[config.mk]
export PLATFORM = sky130hd
export DESIGN_NAME = voice_envelope
export DESIGN_NICKNAME = d
export VERILOG_FILES = /design/src/rtl/voice_envelope.sv
export SDC_FILE = /design/constraint.sdc
export NUM_CORES = 1
export LEC_CHECK = 0
export ABC_AREA = 0
export BUFFER_PORTS_ARGS = -buffer_cell sky130_fd_sc_hd__buf_2
export CORE_ASPECT_RATIO = 0.6
export CORE_MARGIN = 1.5
export CORE_UTILIZATION = 37
export CTS_BUF_LIST = sky130_fd_sc_hd__clkbuf_16
export CTS_CLUSTER_DIAMETER = 200
export DETAILED_ROUTE_END_ITERATION = 12
export GPL_ROUTABILITY_DRIVEN = 1
export PLACE_DENSITY = 0.61
export SKIP_LAST_GASP = 1
export SYNTH_ARGS = -nofsm -noshare
export SYNTH_HDL_FRONTEND = slang
export SYNTH_SLANG_ARGS = --single-unit
[constraint.sdc]
create_clock -name clk -period 7.75 [get_ports clk]
set_input_delay 1.1625 -clock clk [delete_from_list [all_inputs] [get_ports clk]]
set_output_delay 1.1625 -clock clk [all_outputs]
set_load 0.02 [all_outputs]
[src/rtl/voice_envelope.sv]
// voice_envelope: per-voice ADSR envelope that gates on the note code and scales each voice sample by the level
//   clk, n_rst            clock and asynchronous active-low reset
//   sample_now            sample-rate pulse; TICK_DIV of them make one envelope step
//   note                  voice note code, 0 = no key
//   sample_in, done_in    unsigned voice sample and its valid strobe
//   sample_out, done_out  scaled sample and its strobe, one cycle after done_in
//   level                 current envelope level
//   active                high whenever the envelope is not idle
module voice_envelope #(
    parameter int TICK_DIV      = 4,
    parameter int ATTACK_STEP   = 32,
    parameter int DECAY_STEP    = 8,
    parameter int SUSTAIN_LEVEL = 128,
    parameter int RELEASE_STEP  = 4
) (
    input  logic       clk,
    input  logic       n_rst,
    input  logic       sample_now,
    input  logic [3:0] note,
    input  logic [8:0] sample_in,
    input  logic       done_in,
    output logic [8:0] sample_out,
    output logic       done_out,
    output logic [7:0] level,
    output logic       active
);
    localparam int CW = TICK_DIV > 1 ? $clog2(TICK_DIV) : 1;
    typedef enum logic [2:0] {IDLE, ATTACK, DECAY, SUSTAIN, RELEASE} state_t;
    state_t        state, state_nx;
    logic [7:0]    level_nx;
    logic [CW-1:0] cnt;
    logic          prev_gate;
    logic [3:0]    prev_note;
    logic          gate, rise, fall, retrig, tick, gated;
    logic [8:0]    att_sum, dec_diff, rel_diff;
    logic [7:0]    att_sat, dec_sat, rel_sat;
    logic [16:0]   product;
    assign gate    = |note;
    assign rise    = gate & ~prev_gate;
    assign fall    = ~gate & prev_gate;
    assign retrig  = gate & prev_gate & (note != prev_note);
    assign tick    = sample_now & (cnt == CW'(TICK_DIV - 1));
    assign gated   = (state == ATTACK) | (state == DECAY) | (state == SUSTAIN);
    assign active  = state != IDLE;
    // 9-bit intermediates: bit 8 flags overflow on the add and borrow on the subtracts
    assign att_sum  = {1'b0, level} + 9'(ATTACK_STEP);
    assign dec_diff = {1'b0, level} - 9'(DECAY_STEP);
    assign rel_diff = {1'b0, level} - 9'(RELEASE_STEP);
    assign att_sat  = att_sum[8] ? 8'hFF : att_sum[7:0];
    assign dec_sat  = (dec_diff[8] || dec_diff[7:0] < 8'(SUSTAIN_LEVEL)) ? 8'(SUSTAIN_LEVEL) : dec_diff[7:0];
    assign rel_sat  = rel_diff[8] ? 8'h00 : rel_diff[7:0];
    assign product  = 17'(sample_in) * 17'(level);
    always_ff @(posedge clk or negedge n_rst) begin
        if (!n_rst) begin
            state <= IDLE;
            level <= '0;
        end else begin
            state <= state_nx;
            level <= level_nx;
        end
    end
    // gate events win over a coincident tick: state changes, level holds
    always_comb begin
        state_nx = state;
        level_nx = level;
        if (fall && gated) begin
            state_nx = RELEASE;
        end else if (rise || retrig) begin
            state_nx = ATTACK;
        end else if (tick && state == ATTACK) begin
            level_nx = att_sat;
            state_nx = att_sat == 8'hFF ? DECAY : ATTACK;
        end else if (tick && state == DECAY) begin
            level_nx = dec_sat;
            state_nx = dec_sat == 8'(SUSTAIN_LEVEL) ? SUSTAIN : DECAY;
        end else if (tick && state == RELEASE) begin
            level_nx = rel_sat;
            state_nx = rel_sat == 8'h00 ? IDLE : RELEASE;
        end
    end
    always_ff @(posedge clk or negedge n_rst) begin
        if (!n_rst) begin
            cnt       <= '0;
            prev_gate <= 1'b0;
            prev_note <= '0;
        end else begin
            cnt       <= (rise | retrig) ? '0 : sample_now ? (tick ? '0 : cnt + CW'(1)) : cnt;
            prev_gate <= gate;
            prev_note <= note;
        end
    end
    always_ff @(posedge clk or negedge n_rst) begin
        if (!n_rst) begin
            sample_out <= '0;
            done_out   <= 1'b0;
        end else begin
            done_out <= done_in;
            if (done_in) sample_out <= product[16:8];
        end
    end
endmodule
== Yosys cells after proc, flatten, opt, wreduce, memory -nomap -nowiden ==
Index checks and enable logic that the tools add are counted.
W data, S select, Z words.
Storage, ports and cells
  register bits after elaboration: 28
Cells by class
  add/subtract/negate cells: 4
  $mul: 1
  magnitude comparators: 1
  equal/unequal tests: 8
  multiplexer cells: 17
  bitwise gates (word level): 12
  reductions and logical operators: 13
Operators with widths (number)
  $mux W8: 6
  $mux W3: 6
  $mul A9 B8 Y17: 1
  $eq A8 B8 Y1 const B: 2
  $add A8 B6 Y9 const B: 1
  $sub A8 B3 Y9 const B: 1
  $sub A8 B4 Y9 const B: 1
  $logic_not A8 Y1: 1
  $lt A8 B8 Y1 const B: 1
  $mux W2: 4
  $eq A3 B2 Y1 const B: 2
  $reduce_bool A3 Y1: 2
  $and A1 B1 Y1: 5
  $reduce_bool A5 Y1: 1
  $logic_and A1 B1 Y1: 4
  $ne A4 B4 Y1: 1
  $not A1 Y1: 4
  $reduce_or A4 Y1: 1
  $eq A3 B1 Y1 const B: 1
  $eq A3 B3 Y1 const B: 1
  $or A1 B1 Y1: 3
  $reduce_and A3 Y1: 1
  $add A2 B1 Y2 const B: 1
  $eq A2 B2 Y1 const B: 1
  other kinds (3): 4

== Depth between registers and ports, before layout ==
  word-level depth: 10
  depth in mapped cells: 18

== Worst setup path after synthesis ==
No wires, ideal clock.
  kind: input to register
  start point: in sample_in[1]
  end point: reg sample_out[2]
  setup time: 0.125 ns
  arrival: 4.845 ns
  required time: 7.625 ns
  setup slack: 2.781 ns
  stages on the path: 14
  buffers on the path: 0
  path through: and2_1 -> fa_1 -> fa_1 -> inv_1 -> fa_1 -> inv_1 -> fa_1 -> ha_1 -> nand2_1 -> or4_4 -> a32oi_2 -> a21oi_2 -> xnor2_1 -> mux2_2
On the way
  longest elaborated chain between the ends: 1
Ends and longest elaborated chain
  start, declared: RTL line 20  | input logic [8:0] sample_in,
  $mul A9 B8 Y17: RTL line 52  | assign product = 17'(sample_in) * 17'(level);
  end signal, assigned: RTL line 98  | if (done_in) sample_out <= product[16:8];
  end, declared: RTL line 22  | output logic [8:0] sample_out,
No other way between the ends.
A chain may end at the register's enable or synchronous reset.

== Worst setup path after layout ==
  start point: in sample_in[3]
  end point: reg sample_out[7]
The elaborated chain is that of the path after synthesis.

==> impl_results.md <==
- Sw Share: 0.296
- Critical Path RT: 7900 ps
- CTS max path bufs: 2
- CP dominant cell by count: fa_1
- CP Launch Type: primary input
- Wire per inst: roughly 15 um
- Gp weighted congestion: 0.861
- Minimum clock period: 5080 ps
- CP max stage cell: fa_1
- Vias: ~3100
- Root buf cell: clkbuf_16
- Final setup fails: 0
- Setup bufs post-CTS: 0
- Clock tree from TritonCTS: built
- Sequential share of power: 0.377
- Post-route insts no fill: 589
- Psw: approximately 130 uW
- Synthesized area: between 3000 and 4000 um^2
- Max Fanout on Critical Path: 8
- CTS Hold Buffers Added: 0
- Worst hold path class: flip-flop to flip-flop
- Largest net degree at the start of global routing: 29
- Critical Path End Type: flip-flop
- Yosys warning total: 0
- Synth unique cells: 54
- Clk slew on worst S/H paths: 70 ps
- Total track usage: 0.173
- Leak: 0.00205 uW
- Clock network power share: 0.342
- Routed vias/inst: 5.30
- Maxcap violations: 0
- Drt initial violations: 217
- Largest family of logic cells by synthesized area: adder cells
- Ant. Diodes: 0
- Post-synthesis instance total: 432
- Run status: complete, no violations
- Int Pwr: 312 uW
- Synth Area in Simple Gates: 0.211
- Final worst-path cycle share: 0.655
- Relative slew slack: 0.394
- Async SR Flop Fraction: 1.00
- Primary FF master, synth: dfrtp_1
- Clock skew: slightly above 3 ps
- Post-DRT Antenna Nets: 0
- Setup total negative slack: 0 ps
- Clk_lat worst skew: 260 ps
- Hold Violations, Final: 0
- Final Max Tran Viols: 0
- Share of cells above drive strength 1: 0.132
- Mapped Avg Cell Area: between 8 and 9 um^2
- Synth-to-Final Area Change: 9.77%
- Antenna violations before repair: 0
- Critical path arrival: 5230 ps
- Part of the Yosys area used for sequential elements: 0.181
- Actual slew at the worst max-slew pin: 910 ps
- Synthesized net count: 530
- Crit Path Class: primary input to flip-flop
- Crit-path cells: buf_2, and2_1, fa_1, inv_1, fa_1, inv_1, fa_1, fa_1, ha_1, o21ai_1, a211oi_1, a211oi_2, xnor2_1, mux2_2
- Die X: 135 um
- F_max: around 200 MHz
- # IOs: 36
- Area of the core: 10000 um^2
- Die height: 82.3 um
- Post-Synth Adder-Cell Area: 0.340
- Commonest non-fill, non-tap cell in the layout: inv_1
- CTS H-tree lvls: 1
- Mux contribution to synthesized area: 0.0277
- Post-synth EDFFs: 0
- Delay of the slowest critical-path stage: between 500 and 600 ps
- Number of cells upsized or downsized after cts: 0
- Starting Density: 0.387
- Combinational power share: 0.281
- Detail Placement HPWL: 7290 um
- Row cnt: 28
- Maximum VDD drop: 0.105 mV
- Final Power: 444 uW
- Pre-antenna DRT Iters: 5
- CTS sink cnt: 28
- Most frequent cells in the layout: inv_1, and2_1, fa_1, ha_1, buf_2
- DRC: 0
- I/O Buffers: 35
- Final WL: about 9000 um
- XOR/XNOR share of the synthesized area: 0.0384
- First-pass GRT wire length: 15200 um
- CTS buffer count: 3
- Yosys reg bits: 28
- GR Overflow Total: 0
- Number of global-route vias before repair: 3037
- Pwr dens: 104 nW/um^2
- Post-Place Cells: 585
- Die area: 11100 um^2
- Fin nets: about 550
- Post-synthesis compound-gate area fraction: 0.119
- RSZ-0062 raised after global routing: no
[state kept, by name, summed over array words and instances (netlist names)]
| signal | cells |
|---|---|
| sample_out | 9 |
| state | 3 |
| done_out | 1 |
| prev_gate | 1 |
| prev_note | 4 |
| level | 8 |
| cnt | 2 |
[routing by layer]
metal  up-vias  track usage  wire, um
li1       1478            -         -
met1      1505        0.260      4590
met4         0       0.0215        75
met2       131        0.265      3690
met5         -            0         0
met3        10       0.0311       675
[power by group through the flow]
| stage | clock network [uW] | logic (uW) | registers (uW) |
|---|---|---|---|
| floorplan | 0 | 71.2 | 182 |
| global placement | 0 | 123 | 170 |
| detailed placement | 0 | 125 | 170 |
| CTS | 155 | 127 | 167 |
| global route | 160 | 141 | 169 |
| finish | 152 | 124 | 167 |
[metrics by stage]
stage | utilization | setup slack [ps] | area, um^2 | hold WS [ps]
global route | 0.425 | 2480 | 4260 | 530
floorplan | - | 2780 | 3880 | 490
detailed placement | 0.415 | 2400 | 4160 | 495
CTS | 0.425 | 2680 | 4260 | 511
global placement | 0.415 | 2440 | 4160 | 493
finish | 0.425 | 2670 | 4260 | 508
[synthesized netlist by cell type, types with 7 or more instances]
| library cell | n | area (um^2) |
|---|---|---|
| fa_1 | 41 | 821 |
| clkbuf_1 | 12 | 45.0 |
| ha_1 | 40 | 500 |
| nor3_1 | 9 | 45.0 |
| and2_1 | 50 | 313 |
| nand3_1 | 7 | 35.0 |
| dfrtp_1 | 28 | 701 |
| nor2_1 | 19 | 71.3 |
| nand2_1 | 28 | 105 |
| inv_1 | 65 | 244 |
| a21oi_1 | 17 | 85.1 |
| o21ai_0 | 11 | 55.1 |
| xnor2_1 | 11 | 96.3 |
[worst max-delay path: cells and delay by family]
| family | cells | cell delay, ps |
|---|---|---|
| fa+ha+maj | 5 | 2370 |
| compound gates | 3 | 920 |
| mux | 1 | 270 |
| buf+inv | 3 | 260 |
| simple gates | 1 | 160 |
| xor+xnor | 1 | 100 |
[worst paths after layout]
path / startpoint / cells past startpoint / end / slack [ps]
hold reg to reg: sample_out[4] / 1 / sample_out[4] / 510
hold / removal: sample_out[4] / 1 / sample_out[4] / 510
min in group asynchronous: n_rst / 1 / level[5] / 910
max in group asynchronous: n_rst / 1 / level[2] / 6440
setup / recovery: sample_in[3] / 14 / sample_out[7] / 2670
setup reg to reg: level[7] / 12 / sample_out[7] / 2760
[cell type report]
cell class                 instances  area [um^2]
fill                            1007         5760
clock buffer                       3         75.1
clock inverter                     1         30.0
inverter                          65          244
timing repair buffer              36          183
multi-input combinational        321         2860
tap                              135          169
sequential                        28          701
[logic make-up after synthesis]
kind of cell	after synthesis
XOR/XNOR	17
adder cells (fa/ha/maj)	81
AND/OR/NAND/NOR	146
AO/OA/AOI/OAI	67
flip-flops	28
buffers and inverters	83
multiplexers	10
(Power assumes the default switching activity.)
